[config.mk]
export PLATFORM = sky130hd
export DESIGN_NAME = step_dir_decoder
export DESIGN_NICKNAME = d
export VERILOG_FILES = /design/src/rtl/step_dir_decoder.sv
export SDC_FILE = /design/constraint.sdc
export NUM_CORES = 1
export LEC_CHECK = 0
export CAP_MARGIN = 20
export CORE_ASPECT_RATIO = 0.9
export CORE_MARGIN = 1.5
export CORE_UTILIZATION = 57
export DETAILED_ROUTE_END_ITERATION = 8
export MAX_ROUTING_LAYER = met4
export PLACE_DENSITY = 0.86
export SETUP_SLACK_MARGIN = 0.3
export SYNTH_ARGS = -nofsm -noshare
export SYNTH_HDL_FRONTEND = slang
export SYNTH_SLANG_ARGS = --single-unit
export TNS_END_PERCENT = 1
[constraint.sdc]
create_clock -name CLOCK_50 -period 2.8 [get_ports CLOCK_50]
set_clock_uncertainty 0.05 [all_clocks]
set_input_delay 0.56 -clock CLOCK_50 [delete_from_list [all_inputs] [get_ports CLOCK_50]]
set_output_delay 0.56 -clock CLOCK_50 [all_outputs]
set_load 0.02 [all_outputs]
[src/rtl/step_dir_decoder.sv]
`timescale 1ns/1ps
// STEP/DIR decoder: synchronises an A4988-style STEP/DIR pair into a signed position count with width/setup checks.
// Latency: step_valid and the position update land on the third clock edge after step_in is first sampled high.
// No backpressure: every rise is accepted; timing violations only raise sticky flags until clr or reset.
module step_dir_decoder #(
  parameter int POS_W     = 16,
  parameter int MIN_HIGH  = 50,
  parameter int MIN_LOW   = 50,
  parameter int DIR_SETUP = 10
) (
  input  logic                    CLOCK_50,
  input  logic                    reset,
  input  logic                    step_in,
  input  logic                    dir_in,
  input  logic                    clr,
  output logic signed [POS_W-1:0] position,
  output logic                    step_valid,
  output logic                    step_dir,
  output logic                    err_low,
  output logic                    err_high,
  output logic                    err_setup
);

  localparam int LW = $clog2(MIN_LOW + 1);
  localparam int HW = $clog2(MIN_HIGH + 1);
  localparam int DW = $clog2(DIR_SETUP + 1);

  typedef enum logic {ST_LOW, ST_HIGH} state_e;

  state_e                  state_q, state_d;
  logic signed [POS_W-1:0] position_q, position_d;
  logic                    step_valid_q, step_valid_d;
  logic                    step_dir_q, step_dir_d;
  logic                    err_low_q, err_low_d;
  logic                    err_high_q, err_high_d;
  logic                    err_setup_q, err_setup_d;
  logic [LW-1:0]           low_cnt_q, low_cnt_d;
  logic [HW-1:0]           high_cnt_q, high_cnt_d;
  logic [DW-1:0]           dir_cnt_q, dir_cnt_d;

  logic                    step_s1_q, step_s_q;
  logic                    dir_s1_q, dir_s_q;
  logic [1:0]              sync_rdy_q;
  logic                    dir_chg;

  // The first dir_s transition after reset is just the synchroniser filling from
  // its reset value, not a real direction change, so it must not restart dir_cnt.
  assign dir_chg = sync_rdy_q[1] && (dir_s1_q != dir_s_q);

  // Two-flop synchronisers plus a marker that tracks when they hold real samples.
  always_ff @(posedge CLOCK_50 or posedge reset) begin
    if (reset) begin
      step_s1_q  <= 1'b0;
      step_s_q   <= 1'b0;
      dir_s1_q   <= 1'b0;
      dir_s_q    <= 1'b0;
      sync_rdy_q <= 2'b00;
    end else begin
      step_s1_q  <= step_in;
      step_s_q   <= step_s1_q;
      dir_s1_q   <= dir_in;
      dir_s_q    <= dir_s1_q;
      sync_rdy_q <= {sync_rdy_q[0], 1'b1};
    end
  end

  // FSM state, counters, position and flags register.
  always_ff @(posedge CLOCK_50 or posedge reset) begin
    if (reset) begin
      state_q      <= ST_LOW;
      position_q   <= '0;
      step_valid_q <= 1'b0;
      step_dir_q   <= 1'b0;
      err_low_q    <= 1'b0;
      err_high_q   <= 1'b0;
      err_setup_q  <= 1'b0;
      low_cnt_q    <= LW'(MIN_LOW);
      high_cnt_q   <= '0;
      dir_cnt_q    <= DW'(DIR_SETUP);
    end else begin
      state_q      <= state_d;
      position_q   <= position_d;
      step_valid_q <= step_valid_d;
      step_dir_q   <= step_dir_d;
      err_low_q    <= err_low_d;
      err_high_q   <= err_high_d;
      err_setup_q  <= err_setup_d;
      low_cnt_q    <= low_cnt_d;
      high_cnt_q   <= high_cnt_d;
      dir_cnt_q    <= dir_cnt_d;
    end
  end

  // Next-state: edge detection via the FSM, width/setup checks, position update, clr override.
  always_comb begin
    state_d      = state_q;
    position_d   = position_q;
    step_valid_d = 1'b0;
    step_dir_d   = step_dir_q;
    err_low_d    = err_low_q;
    err_high_d   = err_high_q;
    err_setup_d  = err_setup_q;
    low_cnt_d    = low_cnt_q;
    high_cnt_d   = high_cnt_q;
    dir_cnt_d    = dir_cnt_q;

    // Direction age runs in both states; a change during HIGH only restarts it.
    if (dir_chg) begin
      dir_cnt_d = '0;
    end else if (dir_cnt_q != DW'(DIR_SETUP)) begin
      dir_cnt_d = dir_cnt_q + DW'(1);
    end

    case (state_q)
      ST_LOW: begin
        if (step_s_q) begin
          state_d      = ST_HIGH;
          high_cnt_d   = '0;
          step_valid_d = 1'b1;
          step_dir_d   = dir_s_q;
          position_d   = dir_s_q ? (position_q + POS_W'(1)) : (position_q - POS_W'(1));
          if (low_cnt_q < LW'(MIN_LOW)) err_low_d = 1'b1;
          if (dir_cnt_q < DW'(DIR_SETUP)) err_setup_d = 1'b1;
        end else if (low_cnt_q != LW'(MIN_LOW)) begin
          low_cnt_d = low_cnt_q + LW'(1);
        end
      end
      ST_HIGH: begin
        if (!step_s_q) begin
          state_d   = ST_LOW;
          low_cnt_d = '0;
          if (high_cnt_q < HW'(MIN_HIGH)) err_high_d = 1'b1;
        end else if (high_cnt_q != HW'(MIN_HIGH)) begin
          high_cnt_d = high_cnt_q + HW'(1);
        end
      end
      default: state_d = ST_LOW;
    endcase

    // clr wins over a coincident step or violation, but the step pulse and direction still go out.
    if (clr) begin
      position_d  = '0;
      err_low_d   = 1'b0;
      err_high_d  = 1'b0;
      err_setup_d = 1'b0;
    end
  end

  assign position   = position_q;
  assign step_valid = step_valid_q;
  assign step_dir   = step_dir_q;
  assign err_low    = err_low_q;
  assign err_high   = err_high_q;
  assign err_setup  = err_setup_q;

endmodule

==> results.ini, run 1 <==
[outcome]
outcome=finished clean

[routing]
totalWireLength_um=5900
via_per_inst=5.91
vias=2182
drtIter0Drc=175
ant_nets=0
dr.pass1.iters=5
drc=0
post_drt_wl_per_cell_um=16.0

[synthesis]
synth_fa_ha_area_share_pct=10.7
synth-edff-count=0
synth.ff_latch_count=44
synth_ff_type=dfrtp_1
synthSimpleGateAreaFrac_pct=17.0
async_flop_share_pct=100
yosys_warnings=0
synth_top_family_by_area=compound AO/OA/AOI/OAI gates
ys_types=49
synth_nets=296
netlist_area_sq_mm=0.00252
avgSynthCellArea_sq_um=9.35
synth_compound_area_share_pct=17.2
syn_inst=270
synthMuxAreaShare_pct=1.69
yosysSeqAreaShare_pct=43.9
synth-xor-area-share_pct=6.25

[worst_setup_path]
r2r_end=position[15]
cp_slowest_stage_delay_ns=0.40
crit_arrival_ns=2.75
reg2reg_from=dir_s_q
rrSetupSlack_ns=0.19
critical_path.top_delay_family=compound AO/OA/AOI/OAI gates
critPathLaunch=dir_s_q
end_kind=flop
cp.depth=10
cp-start-kind=flop
cp.required_ns=2.94
critPathMaxFanout=7
critPathKind=reg -> reg
endpoint=position[15]
crit_chain=clkinvlp_4 > buf_6 > ha_4 > a21oi_2 > and2_2 > o22a_1 > nand2_2 > a221oi_2 > mux2i_1 > mux2_1
crit_slowest_cell=dfrtp_1
critPathBufInv=2
reg2regPathDepth=10

[global_routing]
grt_pass1_vias=2107
overflow=0
grt_start_max_net_pins=45
antenna_found_initial=0
grtUsageTotal_pct=27.4
grt_pass1_wl_um=9680

[sta]
worst_slew_pin_slew_ns=0.527
hold_viol=0
slew_headroom_pct=64.9
tns_ns=0
period_share_pct=93.3
period_minus_slack_ns=2.61
finalSetupViolCount=0
maxSlewViolCount=0
fmax_mhz=383
rsz0062_at_grt=yes

[clock_tree]
insertion_delay_ns=0.30
clockBufferDepth=2
clkTransAtPathRegs_ns=0.08
htree_num_levels=2
cts_root_buffer=clkbuf_8
clock_sinks=44
tritoncts=done
numCtsBuffers=5

[min_path]
min_path_type=reg -> reg

[place]
gp_congestion=0.940
dp_hpwl_um=3760
io_buffers=25

[power_and_ir_drop]
p_leak_nw=1.33
ir_worst_vdd_mv=0.361
power.density_mw_per_mm2=526

[die]
coreArea_sq_mm=0.00416
die_x_um=73.1
ios=26
rows=22
fp.dieH_um=66.1
initial_utilization_pct=60.7
dieArea_sq_mm=0.00484

[layout]
nets=334
antenna_cells=0
area_growth_pct=26.6
nFillCells=257
final_layout_size_suffix_gt1_share_pct=17.2
postLayoutCoreUtil_pct=76.9

[job]
maxCapViolations=0

## per-stage QoR
| stage | worst slack (ns) | hold slack, ns | power [mW] | instance area, sq um | cells |
|---|---|---|---|---|---|
| global route | 0.0746 | 0.313 | 1.78 | 3200 | 369 |
| global placement | 0.123 | 0.282 | 1.20 | 2890 | 353 |
| floorplan | 0.209 | 0.281 | 1.09 | 2550 | 270 |
| detailed placement | 0.0134 | 0.287 | 1.23 | 2890 | 353 |
| CTS | 0.310 | 0.306 | 1.67 | 3180 | 368 |
| finish | 0.187 | 0.306 | 1.68 | 3200 | 369 |
## layout make-up
| type | instances | area (sq um) | area share [%] |
|---|---|---|---|
| Timing Repair Buffer | 39 | 363 | 11.4 |
| Clock buffer | 6 | 72.6 | 2.27 |
| Multi-Input combinational cell | 205 | 1510 | 47.2 |
| Sequential cell | 44 | 1110 | 34.7 |
| Tap cell | 60 | 75.1 | 2.35 |
| Clock inverter | 2 | 16.3 | 0.509 |
| Inverter | 13 | 52.6 | 1.64 |
## Yosys cell counts (2+ instances only)
| cell | count | share of area, % |
|---|---|---|
| nand2b_1 | 2 | 0.50 |
| nor3_1 | 2 | 0.40 |
| xor2_1 | 8 | 2.8 |
| a21oi_1 | 26 | 5.2 |
| clkbuf_1 | 7 | 1.0 |
| xnor2_1 | 10 | 3.5 |
| ha_1 | 20 | 9.9 |
| a211oi_1 | 6 | 1.8 |
| a31oi_1 | 2 | 0.50 |
| o211ai_1 | 2 | 0.59 |
| o311ai_0 | 2 | 0.69 |
| dfstp_2 | 5 | 5.2 |
| o21bai_1 | 3 | 0.89 |
| o31ai_1 | 4 | 1.2 |
| nand2_1 | 38 | 5.7 |
| nand4_1 | 3 | 0.74 |
| a21o_1 | 2 | 0.59 |
| o21ai_0 | 12 | 2.4 |
| nor2_1 | 25 | 3.7 |
| nand3_1 | 9 | 1.8 |
| nand3b_1 | 3 | 0.89 |
| inv_1 | 13 | 1.9 |
| dfrtp_1 | 39 | 39 |
| mux2i_1 | 2 | 0.79 |
## registers in the layout, indices dropped and copies added, names as in the netlist
| register | cells |
|---|---|
| high_cnt_q | 6 |
| err_low | 1 |
| err_setup | 1 |
| position | 16 |
| step_s_q | 1 |
| step_valid | 1 |
| err_high | 1 |
| state_q | 1 |
| low_cnt_q | 6 |
| step_s1_q | 1 |
| dir_cnt_q | 4 |
| step_dir | 1 |
| dir_s_q | 1 |
| dir_s1_q | 1 |
| sync_rdy_q | 2 |
## cell families after synthesis
group | Yosys count
AOI/OAI and AO/OA | 68
xor gates and xnor gates | 18
adders and majority gates | 21
buffers and inverters | 21
DFF | 44
muxes | 4
other | 1
and+or+nand+nor | 93
## per-layer routing
metal  share of wire, %  wire (um)  global-route usage, %  vias up
li1                   -          -                      -     1019
met1                 44       2570                   35.1     1059
met2                 47       2800                   42.5       87
met3                6.3        370                   4.73       17
met4                2.7        157                   13.0        0
met5                  0          0                      -        -
## layout by cell type (no fill, tap or decap), types with 5 or more instances in the layout
cell             netlist  final
dfstp_2                5      5
clkbuf_8               0      5
dfrtp_1               39     39
a21oi_1               26     23
xnor2_1               10     10
nand3_1                9      9
ha_1                  20      9
a211oi_1               6      5
buf_4                  0     12
xor2_1                 8      8
nor2_1                25     25
o21ai_0               12     11
ha_4                   0     11
clkdlybuf4s50_1        0     25
nand2_1               38     38
inv_1                 13     11
## worst min-delay path by stage
stage,start,to,slack (ns),cells after the start
floorplan,step_s1_q,step_s_q,0.28,0
detailed placement,sync_rdy_q[0],sync_rdy_q[1],0.29,0
CTS,sync_rdy_q[0],sync_rdy_q[1],0.31,0
global route,sync_rdy_q[0],sync_rdy_q[1],0.31,0
finish,sync_rdy_q[0],sync_rdy_q[1],0.31,0
global placement,sync_rdy_q[0],sync_rdy_q[1],0.28,0
## what timing repair did
action / CTS / global route
setup endpoints to repair: 5 / 8
hold endpoints to repair: 0 / 0
resized for setup: 15 / 4
hold buffers: 0 / 0
buffers inserted: 7 / 1
pin swaps: 6 / 3
cloned: 0 / 0
## where the power goes
| part | total [mW] | switching, mW | internal [mW] |
|---|---|---|---|
| clock network | 0.398 | 0.221 | 0.177 |
| logic | 0.481 | 0.248 | 0.233 |
| registers | 0.800 | 0.0846 | 0.716 |
(Power assumes the default switching activity.)
==> run 2: changes to the inputs <==
- SKIP_LAST_GASP: unset -> 1
==> results of run 2 <==
Same layout as run 1: the final DEF is identical, and so are final timing and power.
